[src/rtl/cond_flags_unit.sv]
// cond_flags_unit: architectural NZCV flag register with per-bit write masks,
// banked save/restore slots, and a multi-lane ARM condition-code evaluator
// feeding a stallable result pipeline of configurable depth.
module cond_flags_unit #(
    parameter int LANES  = 2,
    parameter int NBANK  = 4,
    parameter int LAT    = 1,
    parameter int BYPASS = 1,
    localparam int IDXW  = (NBANK > 1) ? $clog2(NBANK) : 1
) (
    input  logic                 clk,
    input  logic                 rst,
    input  logic [3:0]           flag_we,
    input  logic [3:0]           flag_wdata,
    input  logic                 save_en,
    input  logic [IDXW-1:0]      save_idx,
    input  logic                 restore_en,
    input  logic [IDXW-1:0]      restore_idx,
    input  logic [LANES-1:0]     in_valid,
    input  logic [4*LANES-1:0]   in_cond,
    input  logic                 stall,
    output logic [LANES-1:0]     out_valid,
    output logic [LANES-1:0]     out_pass,
    output logic [LANES-1:0]     out_nv,
    output logic [3:0]           flags
);

    // Every encodable slot index; indices past NBANK read back the live flags
    // so an out-of-range restore degenerates into "keep current flags".
    localparam int NSLOT = 1 << IDXW;

    logic [3:0] flags_q, flags_d;
    logic [3:0] bank_q [NBANK];
    logic [3:0] bank_d [NBANK];
    logic [3:0] slot_rd [NSLOT];
    logic [3:0] restore_base;
    logic [3:0] eval_flags;

    logic [LANES-1:0] lane_pass;
    logic [LANES-1:0] lane_nv;

    logic [LAT-1:0][LANES-1:0] vld_q,  vld_d;
    logic [LAT-1:0][LANES-1:0] pass_q, pass_d;
    logic [LAT-1:0][LANES-1:0] nv_q,   nv_d;

    // Condition-field truth function on {N,Z,C,V}; code F never passes.
    function automatic logic cond_pass(input logic [3:0] c, input logic [3:0] f);
        logic n, z, cf, v;
        n  = f[3];
        z  = f[2];
        cf = f[1];
        v  = f[0];
        case (c)
            4'h0:    cond_pass = z;
            4'h1:    cond_pass = !z;
            4'h2:    cond_pass = cf;
            4'h3:    cond_pass = !cf;
            4'h4:    cond_pass = n;
            4'h5:    cond_pass = !n;
            4'h6:    cond_pass = v;
            4'h7:    cond_pass = !v;
            4'h8:    cond_pass = cf & !z;
            4'h9:    cond_pass = !cf | z;
            4'hA:    cond_pass = (n == v);
            4'hB:    cond_pass = (n != v);
            4'hC:    cond_pass = !z & (n == v);
            4'hD:    cond_pass = z | (n != v);
            4'hE:    cond_pass = 1'b1;
            default: cond_pass = 1'b0;
        endcase
    endfunction

    // Slot read mux: real banks below NBANK, live flags above.
    generate
        for (genvar gi = 0; gi < NSLOT; gi++) begin : g_slot
            if (gi < NBANK) begin : g_real
                assign slot_rd[gi] = bank_q[gi];
            end else begin : g_oob
                assign slot_rd[gi] = flags_q;
            end
        end
    endgenerate

    // Flag next-state: restore supplies the base, then masked writes override per bit.
    always_comb begin
        restore_base = restore_en ? slot_rd[restore_idx] : flags_q;
        flags_d      = (restore_base & ~flag_we) | (flag_wdata & flag_we);
        eval_flags   = (BYPASS != 0) ? flags_d : flags_q;
    end

    // Save captures the pre-update flags; out-of-range indices match no bank.
    always_comb begin
        for (int i = 0; i < NBANK; i++) begin
            bank_d[i] = (save_en && (save_idx == IDXW'(i))) ? flags_q : bank_q[i];
        end
    end

    // Per-lane evaluation; idle lanes report nothing.
    generate
        for (genvar gi = 0; gi < LANES; gi++) begin : g_lane
            logic [3:0] lane_cond;
            assign lane_cond     = in_cond[4*gi +: 4];
            assign lane_pass[gi] = in_valid[gi] & cond_pass(lane_cond, eval_flags);
            assign lane_nv[gi]   = in_valid[gi] & (lane_cond == 4'hF);
        end
    endgenerate

    // Result pipeline: hold everything on stall, otherwise capture and shift.
    always_comb begin
        vld_d  = vld_q;
        pass_d = pass_q;
        nv_d   = nv_q;
        if (!stall) begin
            vld_d[0]  = in_valid;
            pass_d[0] = lane_pass;
            nv_d[0]   = lane_nv;
            for (int s = 1; s < LAT; s++) begin
                vld_d[s]  = vld_q[s-1];
                pass_d[s] = pass_q[s-1];
                nv_d[s]   = nv_q[s-1];
            end
        end
    end

    // State registers; flag writeback and banks are never stalled.
    always_ff @(posedge clk) begin
        if (rst) begin
            flags_q <= '0;
            vld_q   <= '0;
            pass_q  <= '0;
            nv_q    <= '0;
            for (int i = 0; i < NBANK; i++) begin
                bank_q[i] <= '0;
            end
        end else begin
            flags_q <= flags_d;
            vld_q   <= vld_d;
            pass_q  <= pass_d;
            nv_q    <= nv_d;
            for (int i = 0; i < NBANK; i++) begin
                bank_q[i] <= bank_d[i];
            end
        end
    end

    assign out_valid = vld_q[LAT-1];
    assign out_pass  = pass_q[LAT-1];
    assign out_nv    = nv_q[LAT-1];
    assign flags     = flags_q;

endmodule

[config.mk]
export PLATFORM = sky130hd
export DESIGN_NAME = cond_flags_unit
export DESIGN_NICKNAME = d
export VERILOG_FILES = /design/src/rtl/cond_flags_unit.sv
export SDC_FILE = /design/constraint.sdc
export NUM_CORES = 1
export LEC_CHECK = 0
export BUFFER_PORTS_ARGS = -buffer_cell sky130_fd_sc_hd__buf_2
export CAP_MARGIN = 30
export CORE_MARGIN = 5
export CORE_UTILIZATION = 57
export CTS_BUF_LIST = sky130_fd_sc_hd__clkbuf_4 sky130_fd_sc_hd__clkbuf_8
export CTS_CLUSTER_SIZE = 14
export DETAILED_ROUTE_END_ITERATION = 10
export PLACE_DENSITY = 0.87
export SYNTH_ARGS = -nofsm -noshare
export SYNTH_HDL_FRONTEND = slang
export SYNTH_SLANG_ARGS = --single-unit
[constraint.sdc]
create_clock -name clk -period 6.3 [get_ports clk]
set_input_delay 1.26 -clock clk [delete_from_list [all_inputs] [get_ports clk]]
set_output_delay 1.26 -clock clk [all_outputs]
set_load 0.01 [all_outputs]
==> results.md, run 1 <==
* Rows at 18
* RSZ-0062 raised after global routing: false
* H-tree depth at 1
* Die X at 60.7 um
* Post-Syn Nets at 192
* Congestion Overflow GR at 0
* Critical path arrival at 3.30 ns
* Busiest layer in global routing: met2
* CTS tree: built
* Rel. slew slack at 33.6%
* Part of the power in registers at 48.3%
* Number of diodes at 0
* Post-synthesis mux area share at 20.2%
* Initial antenna violation count at 0
* Pre-antenna DRT Iters at 5
* Worst Hold Class: reg -> reg
* Async set-reset flop share out of synthesis at 0%
* FMAX at 325 MHz
* Synth Area in XOR/XNOR at 2.99%
* Ports at 37
* Ranking of synthesized cells by area: dfxtp_1, mux2i_1, nor2_1, a21oi_1, mux2i_4
* Core area at 2450 sq um
* # DRC at 0
* Cts repair resizes at 0
* GP Congestion at 0.888
* Pin slew with the least headroom to its limit at 0.994 ns
* PwrDens at 211 nW/um^2
* Critical path type: in -> reg
* Main combinational cell family by area after synthesis: simple AND/OR/NAND/NOR gates
* Post-DP HPWL at 2.68 mm
* Crit-path max FO at 7
* Fin. Hold Viols at 0
* Cell type with the highest aggregate area in the netlist: dfxtp_1
* Sequential share of the synthesized area at 35.6%
* Synth warn at 0
* Routed Antenna Nets at 0
* Ys flop type: dfxtp_1
* Worst Setup SP: restore_idx[1]
* Die height at 60.7 um
* Met1 usage at 24.0%
* Worst clock skew at 0.00560 ns
* Via density at 6.06
* Reg2reg setup slack at 3.97 ns
* Iter 0 DRT Violations at 54
* Total CTS buffers at 3
* Count of pins over their slew limit at 0
* CTS clock-pin slew for the worst setup and hold paths at 0.15 ns
* Maximum clock path buffer count at 2
* Static leakage at 0.757 nW
* Vias in the first global route at 1,325
* Post-synth EDFFs at 0
* Setup TNS Final at 0 ns
* Synthesized flop and latch total at 26
* Status: completed
* Largest net degree at the start of global routing at 28
* Unique masters post-synth at 42
* Simple-gate share of the synthesized area at 22.3%
* Total GRT Usage at 20.7%
* Setup crit end kind: flip-flop
* Syn avg cell area at 8.86 sq um
* Peak VDD IR at 221 uV
* Top cell type's share of synthesized area at 35.6%
* Crit share post-route at 48.8%
* WHS Path Cells at 2
* Sink Count at 26
* RR Endpoint: out_pass[0]
* P_sw at 94.6 uW
* CTS Hold Buffers Added at 0
* Final min period at 3.08 ns
* Vias at 1,376
* Clk root buf: clkbuf_4
* Capture point of the worst path: out_pass[1]
* CP Launch Type: input pin
* Adder-cell share of the synthesized area at 0%
* WL/cell at 15.6 um
* Final non-filler cell total at 227
* Number of I/O port buffers at 36
* Worst Reg-to-Reg Cells at 8
* Skew-Pair Late Insertion Delay at 0.33 ns
* Cells after Synth at 165
* Max Cap Viol at 0
* Final net count at 225
* Comb power frac at 19.3%
* GR met2 Demand/Resource at 37.3%
* Die area at 3680 sq um
* GR Layer Usage met3 at 4.47%
* P_int at 263 uW
* Wire length of the first global-routing pass at 5.75 mm
* Complex-gate fraction of the synthesized area at 14.5%
* Switching share of total power at 26.4%
* Cell Count Post-Placement at 223
* Layout area overhead at 15.9%
* Clk pwr share at 32.5%
* Layout cells sized above 1 at 25.4%
* Mapped Area at 1460 sq um
* FF-to-FF Start: bank_q[3][2]
* Post-Route WL at 3.55 mm
* Starting Density at 59.6%
* Final setup viols at 0
* Worst Path Required at 6.52 ns
* Postcts setup bufs at 0
## kinds of logic (layout without fill, tap and decap cells)
group | after synthesis | count (layout)
flops | 26 | 26
compound gates | 29 | 29
mux | 25 | 25
simple gates | 65 | 65
xor+xnor | 5 | 5
buf+inv | 15 | 47
## worst min path at each step
| stage | from | endpoint | slack [ns] |
|---|---|---|---|
| finish | out_pass[1] | out_pass[1] | 0.50 |
| floorplan | bank_q[1][0] | bank_q[1][0] | 0.45 |
| CTS | out_pass[1] | out_pass[1] | 0.50 |
| global route | out_pass[1] | out_pass[1] | 0.53 |
| detailed placement | bank_q[3][0] | bank_q[3][0] | 0.47 |
| global placement | bank_q[3][1] | bank_q[3][1] | 0.46 |
## power by group through the flow
stage,combinational [mW],clock (mW),sequential (mW)
2_1_floorplan,0.0439,0,0.177
5_1_grt,0.0753,0.121,0.174
3_5_place_dp,0.0684,0,0.176
3_3_place_gp,0.0648,0,0.176
4_1_cts,0.0689,0.116,0.173
6_report,0.0689,0.116,0.173
## routing by layer
metal / part of all wire [%] / vias to the layer above / routed length, um
met5: 0 / - / 0
met4: 3.0 / 0 / 108
met3: 8.3 / 15 / 294
met2: 48 / 58 / 1710
met1: 41 / 653 / 1440
li1: - / 650 / -
## placed cells by master, fill, tap and decap left out, drive strengths merged, types with 4 or more instances in the layout
master / Yosys / routed
dfxtp: 26 / 26
nand2: 5 / 5
a21oi: 10 / 10
buf: 4 / 36
inv: 7 / 7
mux2i: 21 / 21
nor2: 35 / 35
o22ai: 5 / 5
nand2b: 4 / 4
o21ai: 4 / 4
nand3: 4 / 4
## synthesized netlist by cell type, types with 3 or more instances
cell / n
xnor2_1: 3
nor3b_1: 3
nand2b_1: 4
dfxtp_1: 26
a21oi_1: 10
clkbuf_1: 4
mux2i_1: 19
o22ai_1: 3
nor3_1: 3
nand2_1: 5
inv_1: 7
nor2_1: 35
nand3_1: 4
## per-stage QoR
step / hold slack, ns / power [mW] / setup WS (ns) / area [sq um] / utilization (%)
floorplan: 0.454 / 0.221 / 3.14 / 1460 / -
global placement: 0.464 / 0.241 / 2.95 / 1640 / 66.9
detailed placement: 0.475 / 0.245 / 2.86 / 1640 / 66.9
CTS: 0.496 / 0.358 / 3.22 / 1700 / 69.1
global route: 0.530 / 0.370 / 3.10 / 1700 / 69.1
finish: 0.496 / 0.358 / 3.22 / 1700 / 69.1
## cell type report
class	count	area, sq um
multi-input combinational	124	878
fill	197	759
sequential	26	520
timing repair buffer	36	180
tap	30	37.5
clock inverter	1	30.0
inverter	7	26.3
clock buffer	3	22.5
## worst max-delay path: stages
cell,delay (ns)
buf_2,0.21
mux2i_1,0.25
o221ai_1,0.18
mux2i_4,0.33
xnor2_1,0.22
and3_1,0.23
o311ai_1,0.28
o2111a_1,0.26
o22ai_1,0.07
## state kept, by name, indices dropped and copies added (netlist names)
name	count
bank_q	16
out_nv	2
flags	4
out_pass	2
out_valid	2
No activity file was read; power rests on OpenSTA's default activity.
==> inputs of run 2 (changes only) <==
Settings changed: CORE_UTILIZATION 57 to 54, PLACE_DENSITY 0.87 to 0.83.
Clock period 6.3 ns to 2.9 ns, I/O delays scaled along.
==> results.md, run 2 (synthesized netlist as in run 1, its figures left out) <==
* Worst path max stage delay at 0.48 ns (+0.15 ns)
* PwrDens at 422 nW/um^2 (+100%)
* Reg2reg setup slack at 0.58 ns (-3.39 ns)
* P_int at 509 uW (+93%)
* Final non-filler cell total at 227 (unchanged)
* Routed Antenna Nets at 0 (unchanged)
* Crit share post-route at 81.6%
* Skew-Pair Late Insertion Delay at 0.33 ns (about the same)
* Initial antenna violation count at 0 (unchanged)
* Post-Route WL at 3.38 mm (-4.8%)
* Core area at 2540 sq um (+3.7%)
* Worst Path Required at 3.13 ns (-3.39 ns)
* Wire length of the first global-routing pass at 5.25 mm (-8.8%)
* Largest net degree at the start of global routing at 28 (unchanged)
* Postcts setup bufs at 0 (unchanged)
* Layout area overhead at 14.8%
* Die area at 3850 sq um (+4.6%)
* FF-to-FF Start: bank_q[3][2]
* WL/cell at 14.9 um (-4.8%)
* Critical path type: in -> reg
* Congestion Overflow GR at 0 (unchanged)
* Switching share of total power at 28.1% (+1.7 points)
* WHS Path Cells at 2 (unchanged)
* Vias in the first global route at 1,211 (-8.6%)
* Max Cap Viol at 0 (unchanged)
* GP Congestion at 0.800 (-9.9%)
* Via density at 5.82 (-4.0%)
* Status: completed
* Setup crit end kind: flip-flop
* Crit-path max FO at 8 (+1)
* FMAX at 422 MHz
* Setup TNS Final at 0 ns (unchanged)
* Design area at 1680 sq um (-0.96%)
* Iter 0 DRT Violations at 62 (+15%)
* Number of I/O port buffers at 36 (unchanged)
* Final min period at 2.37 ns
* Sink Count at 26 (unchanged)
* Worst Setup SP: restore_idx[0]
* Cts repair resizes at 0 (unchanged)
* CTS clock-pin slew for the worst setup and hold paths at 0.14 ns (about the same)
* Die X at 62.0 um (+2.3%)
* DP Area at 1640 sq um (unchanged)
* Final setup viols at 0 (unchanged)
* Maximum clock path buffer count at 2 (unchanged)
* Layout cells sized above 1 at 25.4% (unchanged)
* Worst Reg-to-Reg Cells at 8 (unchanged)
* Min-Delay Endpoint: bank_q[1][0]
* Worst clock skew at 0.00386 ns (-0.00173 ns)
* H-tree depth at 1 (unchanged)
* Rows at 18 (unchanged)
* # DRC at 0 (unchanged)
* Worst Hold Class: reg -> reg
* Slowest CP cell: mux4_2
* Pre-antenna DRT Iters at 4 (-1)
* RSZ-0062 raised after global routing: false
* Fin. Hold Viols at 0 (unchanged)
* Post-DP HPWL at 2.69 mm (+0.44%)
* Cell Count Post-Placement at 223 (unchanged)
* Peak VDD IR at 350 uV (+58%)
* Number of diodes at 0 (unchanged)
* Post-Route Utilization at 66.0% (-3.1 points)
* Total CTS buffers at 3 (unchanged)
* Total GRT Usage at 18.6% (-2.1 points)
* Critical path cell sequence: buf_2 > mux4_2 > mux2_4 > mux2i_4 > nor4b_4 > nor3_1 > o21ai_2 > a221oi_1 > or3_1
* Min-delay src: bank_q[1][0]
* Clk pwr share at 26.2% (-6.3 points)
* Comb power frac at 20.7% (+1.4 points)
* CTS tree: built
* Part of the power in registers at 53.1% (+4.8 points)
* RR Endpoint: out_pass[0]
* Ports at 37 (unchanged)
* Pin slew with the least headroom to its limit at 0.863 ns (-0.131 ns)
* Final net count at 225 (unchanged)
* Count of pins over their slew limit at 0 (unchanged)
* Rel. slew slack at 42.4% (+8.8 points)
* Critical path arrival at 2.60 ns (-0.70 ns)
* Most common cell after layout, fill and taps aside: buf_2
* Die height at 62.0 um (+2.3%)
* Vias at 1,321 (-4.0%)
* Starting Density at 57.5% (-2.1 points)
* CP Launch Type: input pin
* Most flops, register: bank_q
* CTS Hold Buffers Added at 0 (unchanged)
* Static leakage at 0.750 nW (-0.92%)
* P_sw at 199 uW (+110%)
* Max reg flops at 16 (unchanged)
* Most frequent cells in the layout: buf_2, nor2_1, dfxtp_1
* Clk root buf: clkbuf_4
==> run 2: changes by cell type in the layout (fill, tap and decap cells not counted) <==
cell       previous run  this run
clkbuf_8              0         1
bufinv_16             1         0
==> run 2: worst max path at each step <==
stage / end / slack, ns / cells past startpoint
6_report: out_pass[0] / 0.53 / 9
2_1_floorplan: out_pass[0] / 0.42 / 8
5_1_grt: out_pass[1] / 0.40 / 9
3_3_place_gp: out_pass[0] / 0.22 / 9
3_5_place_dp: out_pass[0] / 0.14 / 9
4_1_cts: out_pass[0] / 0.53 / 9
==> run 2: through the flow <==
stage / worst slack (ns) / hold WS, ns / power (mW)
floorplan: 0.424 / 0.454 / 0.480
global placement: 0.220 / 0.467 / 0.523
detailed placement: 0.140 / 0.479 / 0.530
CTS: 0.529 / 0.512 / 0.715
global route: 0.398 / 0.515 / 0.747
finish: 0.533 / 0.509 / 0.708
==> run 2: per-layer routing <==
| metal | GRT usage, % | share of wire [%] | vias up |
|---|---|---|---|
| met5 | 0 | 0 | - |
| met4 | 3.94 | 0.80 | 0 |
| met3 | 5.79 | 7.3 | 5 |
| met2 | 33.3 | 48 | 45 |
| met1 | 21.6 | 44 | 619 |
| li1 | - | - | 652 |
==> run 2: final cells by class <==
type | instances | area [sq um]
multi-input combinational | 124 | 878
fill | 210 | 866
sequential | 26 | 520
timing repair buffer | 36 | 180
tap | 30 | 37.5
clock buffer | 4 | 36.3
inverter | 7 | 26.3
==> run 2: critical path: cells and delay by family <==
kind	cells	cell delay [ns]
and+or+nand+nor	3	0.69
muxes	3	1.00
buffers and inverters	1	0.10
AOI/OAI and AO/OA	2	0.21
==> run 2: power by group through the flow <==
stage | Clock, mW | Sequential (mW) | Combinational (mW)
after floorplan | 0 | 0.385 | 0.0953
after global placement | 0 | 0.383 | 0.141
after detailed placement | 0 | 0.384 | 0.147
after CTS | 0.192 | 0.376 | 0.147
after global routing | 0.208 | 0.378 | 0.162
final | 0.185 | 0.376 | 0.147
==> inputs of run 3 (changes only) <==
Settings changed: ABC_AREA from default to 1, CORE_UTILIZATION 54 to 56, PLACE_DENSITY 0.83 to 0.84.
Clock period 2.9 ns to 2.25 ns, I/O delays scaled along.
==> results.md, run 3 <==
* Peak VDD IR at 300 uV (-14%)
* Post-Route WL at 4.20 mm (+24%)
* Largest net degree at the start of global routing at 27 (-3.6%)
* Maximum clock path buffer count at 2 (unchanged)
* Static leakage at 0.901 nW (+20%)
* GP Congestion at 1.05 (+32%)
* Filler cells at 267 (+27%)
* Setup TNS Final at 0 ns (unchanged)
* Ports at 37 (unchanged)
* FF-to-FF Start: flags[2]
* # DRC at 0 (unchanged)
* Skew-Pair Late Insertion Delay at 0.32 ns (about the same)
* CTS tree: built
* Congestion Overflow GR at 0 (unchanged)
* Routed Antenna Nets at 0 (unchanged)
* Critical path arrival at 1.87 ns (-0.73 ns)
* Fin. Hold Viols at 0 (unchanged)
* PwrDens at 535 nW/um^2 (+27%)
* WL/cell at 12.3 um (-17%)
* Sequential share of the synthesized area at 31.0% (-4.6 points)
* CTS clock-pin slew for the worst setup and hold paths at 0.14 ns (about the same)
* Final net count at 338 (+50%)
* Crit share post-route at 74.7%
* Total CTS buffers at 3 (unchanged)
* Synthesized flop and latch total at 26 (unchanged)
* Cells after Synth at 276 (+67%)
* Ys flop type: dfxtp_1
* Die area at 4200 sq um (+9.1%)
* Count of pins over their slew limit at 0 (unchanged)
* Top cell type's share of synthesized area at 31.0% (-4.6 points)
* Most flops, register: bank_q
* Worst Setup SP: restore_idx[0]
* Min-delay src: in_valid[0]
* H-tree depth at 1 (unchanged)
* Layout cells sized above 1 at 19.0% (-6.3 points)
* Final min period at 1.68 ns
* Iter 0 DRT Violations at 201 (+220%)
* Final setup viols at 0 (unchanged)
* Synth warn at 0 (unchanged)
* Critical path cell sequence: buf_2 > inv_8 > nand2_1 > nand3_1 > nand2_1 > nand2_2 > a21oi_4 > nand2_1 > nand3_1 > nand3b_1 > nor2_1 > nand2_1 > nand2_1 > a21oi_2
* Post-synth EDFFs at 0 (unchanged)
* Number of I/O port buffers at 36 (unchanged)
* Switching share of total power at 28.8% (+0.71 points)
* Vias at 1,881 (+42%)
* Ranking of synthesized cells by area: dfxtp_1, nand2_1, nand3_1, nor2_1, a21oi_1
* Comb power frac at 22.1% (+1.4 points)
* Commonest cells post-synth: nand2_1, nor2_1, nand3_1
* Worst Hold Class: in -> reg
* Cell type with the highest aggregate area in the netlist: dfxtp_1
* Delay-heaviest family, CP: simple AND/OR/NAND/NOR gates
* Die X at 64.8 um (+4.4%)
* Die height at 64.8 um (+4.4%)
* P_sw at 297 uW (+49%)
* Postcts setup bufs at 0 (unchanged)
* CP Launch Type: input pin
* Layout area overhead at 14.7% (about the same)
* Worst path max stage delay at 0.24 ns (-0.24 ns)
* Worst path most repeated cell: nand2_1
* Core area at 2830 sq um (+11%)
* RSZ-0062 raised after global routing: false
* Clk pwr share at 30.5% (+4.3 points)
* Total GRT Usage at 20.8% (+2.2 points)
* Most frequent cells in the layout: nand2_1, buf_2, nor2_1
* Max Cap Viol at 0 (unchanged)
* Starting Density at 59.4% (+2.0 points)
* Sink Count at 26 (unchanged)
* Via density at 5.52 (-5.2%)
* Mapped Area at 1680 sq um (+15%)
* P_int at 735 uW (+44%)
* Clk root buf: clkbuf_4
* Status: completed
* Max reg flops at 16 (unchanged)
* Top-count cell post-synth: nand2_1
* Rows at 19 (+1)
* Most common cell after layout, fill and taps aside: nand2_1
* Unique masters post-synth at 22 (-48%)
* Setup crit end kind: flip-flop
* Worst clock skew at 0.0111 ns (+0.00720 ns)
* FMAX at 595 MHz
* CP bufs+invs at 2 (+1)
* Syn avg cell area at 6.09 sq um (-31%)
* Slowest CP cell: a21oi_4
* Wire length of the first global-routing pass at 7.13 mm (+36%)
* Rel. slew slack at 58.4% (+16 points)
* Final WS setup at 0.570 ns (+0.0372 ns)
* Post-Syn Nets at 303 (+58%)
* Critical path type: in -> reg
* Worst Path Required at 2.44 ns (-0.69 ns)
* Pre-CTS WS at 0.307 ns (+0.167 ns)
* Initial antenna violation count at 0 (unchanged)
* Vias in the first global route at 1,737 (+43%)
* Pin slew with the least headroom to its limit at 0.619 ns (-0.243 ns)
* Async set-reset flop share out of synthesis at 0% (unchanged)
* Cts repair resizes at 0 (unchanged)
* Part of the power in registers at 47.4% (-5.7 points)
* Number of diodes at 0 (unchanged)
* CTS Hold Buffers Added at 0 (unchanged)
* Crit-path max FO at 9 (+1)
* Pre-antenna DRT Iters at 4 (unchanged)
* Post-DP HPWL at 3.35 mm (+24%)
-- run 3: cell types whose count changed in the layout (fill, tap and decap cells not counted), moves of 4 or more --
cell and change:
nand2_2 +7, nand3_1 +24, inv_1 +14, nor3_1 +5, nand2b_1 -4, a21oi_1 +9
nand4_1 +12, mux2i_1 -19, nand2_1 +89
-- run 3: worst paths after layout --
kind / cells past startpoint / end / slack (ns)
max: 14 / out_pass[1] / 0.57
min: 3 / out_nv[0] / 0.39
max reg2reg: 12 / out_pass[1] / 0.60
min reg2reg: 2 / out_nv[1] / 0.47
-- run 3: final cells by class --
type	count	area (sq um)	area share, %
inverters	22	90.1	4.67
flip-flops and latches	26	520	27.0
multi-input cells	220	1030	53.5
repair buffers	38	195	10.1
clock inverters	1	30.0	1.56
clock buffers	3	22.5	1.17
well taps	31	38.8	2.01
-- run 3: cells by family (layout without fill, tap and decap cells) --
group	after synthesis	in the layout	share of synthesized area, %
simple gates	189	189	49.3
compound gates	31	31	12.1
buf+inv	30	64	7.66
flops	26	26	31.0
-- run 3: per-layer routing --
| metal | vias to the layer above | share of wire [%] | wire (um) | GRT usage, % |
|---|---|---|---|---|
| li1 | 973 | - | - | - |
| met1 | 830 | 43 | 1790 | 23.9 |
| met2 | 68 | 49 | 2060 | 38.4 |
| met3 | 10 | 5.7 | 238 | 2.25 |
| met4 | 0 | 2.6 | 110 | 9.50 |
| met5 | - | 0 | 0 | 0 |
-- run 3: stage by stage --
step	util [%]	cells	hold slack (ns)	power [mW]	cell area [sq um]
3_5_place_dp	66.3	337	0.453	0.724	1880
6_report	68.2	341	0.386	1.03	1930
2_1_floorplan	-	276	0.441	0.650	1680
4_1_cts	68.2	341	0.381	1.04	1930
5_1_grt	68.2	341	0.368	1.10	1930
3_3_place_gp	66.3	337	0.445	0.723	1880
-- run 3: power by group through the flow --
stage	Combinational, mW	Sequential (mW)	Clock [mW]
2_1_floorplan	0.150	0.500	0
3_3_place_gp	0.224	0.499	0
3_5_place_dp	0.226	0.499	0
5_1_grt	0.256	0.491	0.349
4_1_cts	0.227	0.489	0.322
6_report	0.228	0.489	0.315
-- run 3: worst register-to-register path, stage by stage (launching register included) --
cell	delay, ns
dfxtp_1	0.50
nor2_1	0.08
nor2_1	0.22
nand2_1	0.15
nand2_1	0.12
nand2_1	0.06
nand2_1	0.06
nand2_1	0.05
nand3_1	0.08
nor2_1	0.05
nand2_1	0.06
nand2_1	0.05
a21oi_2	0.12
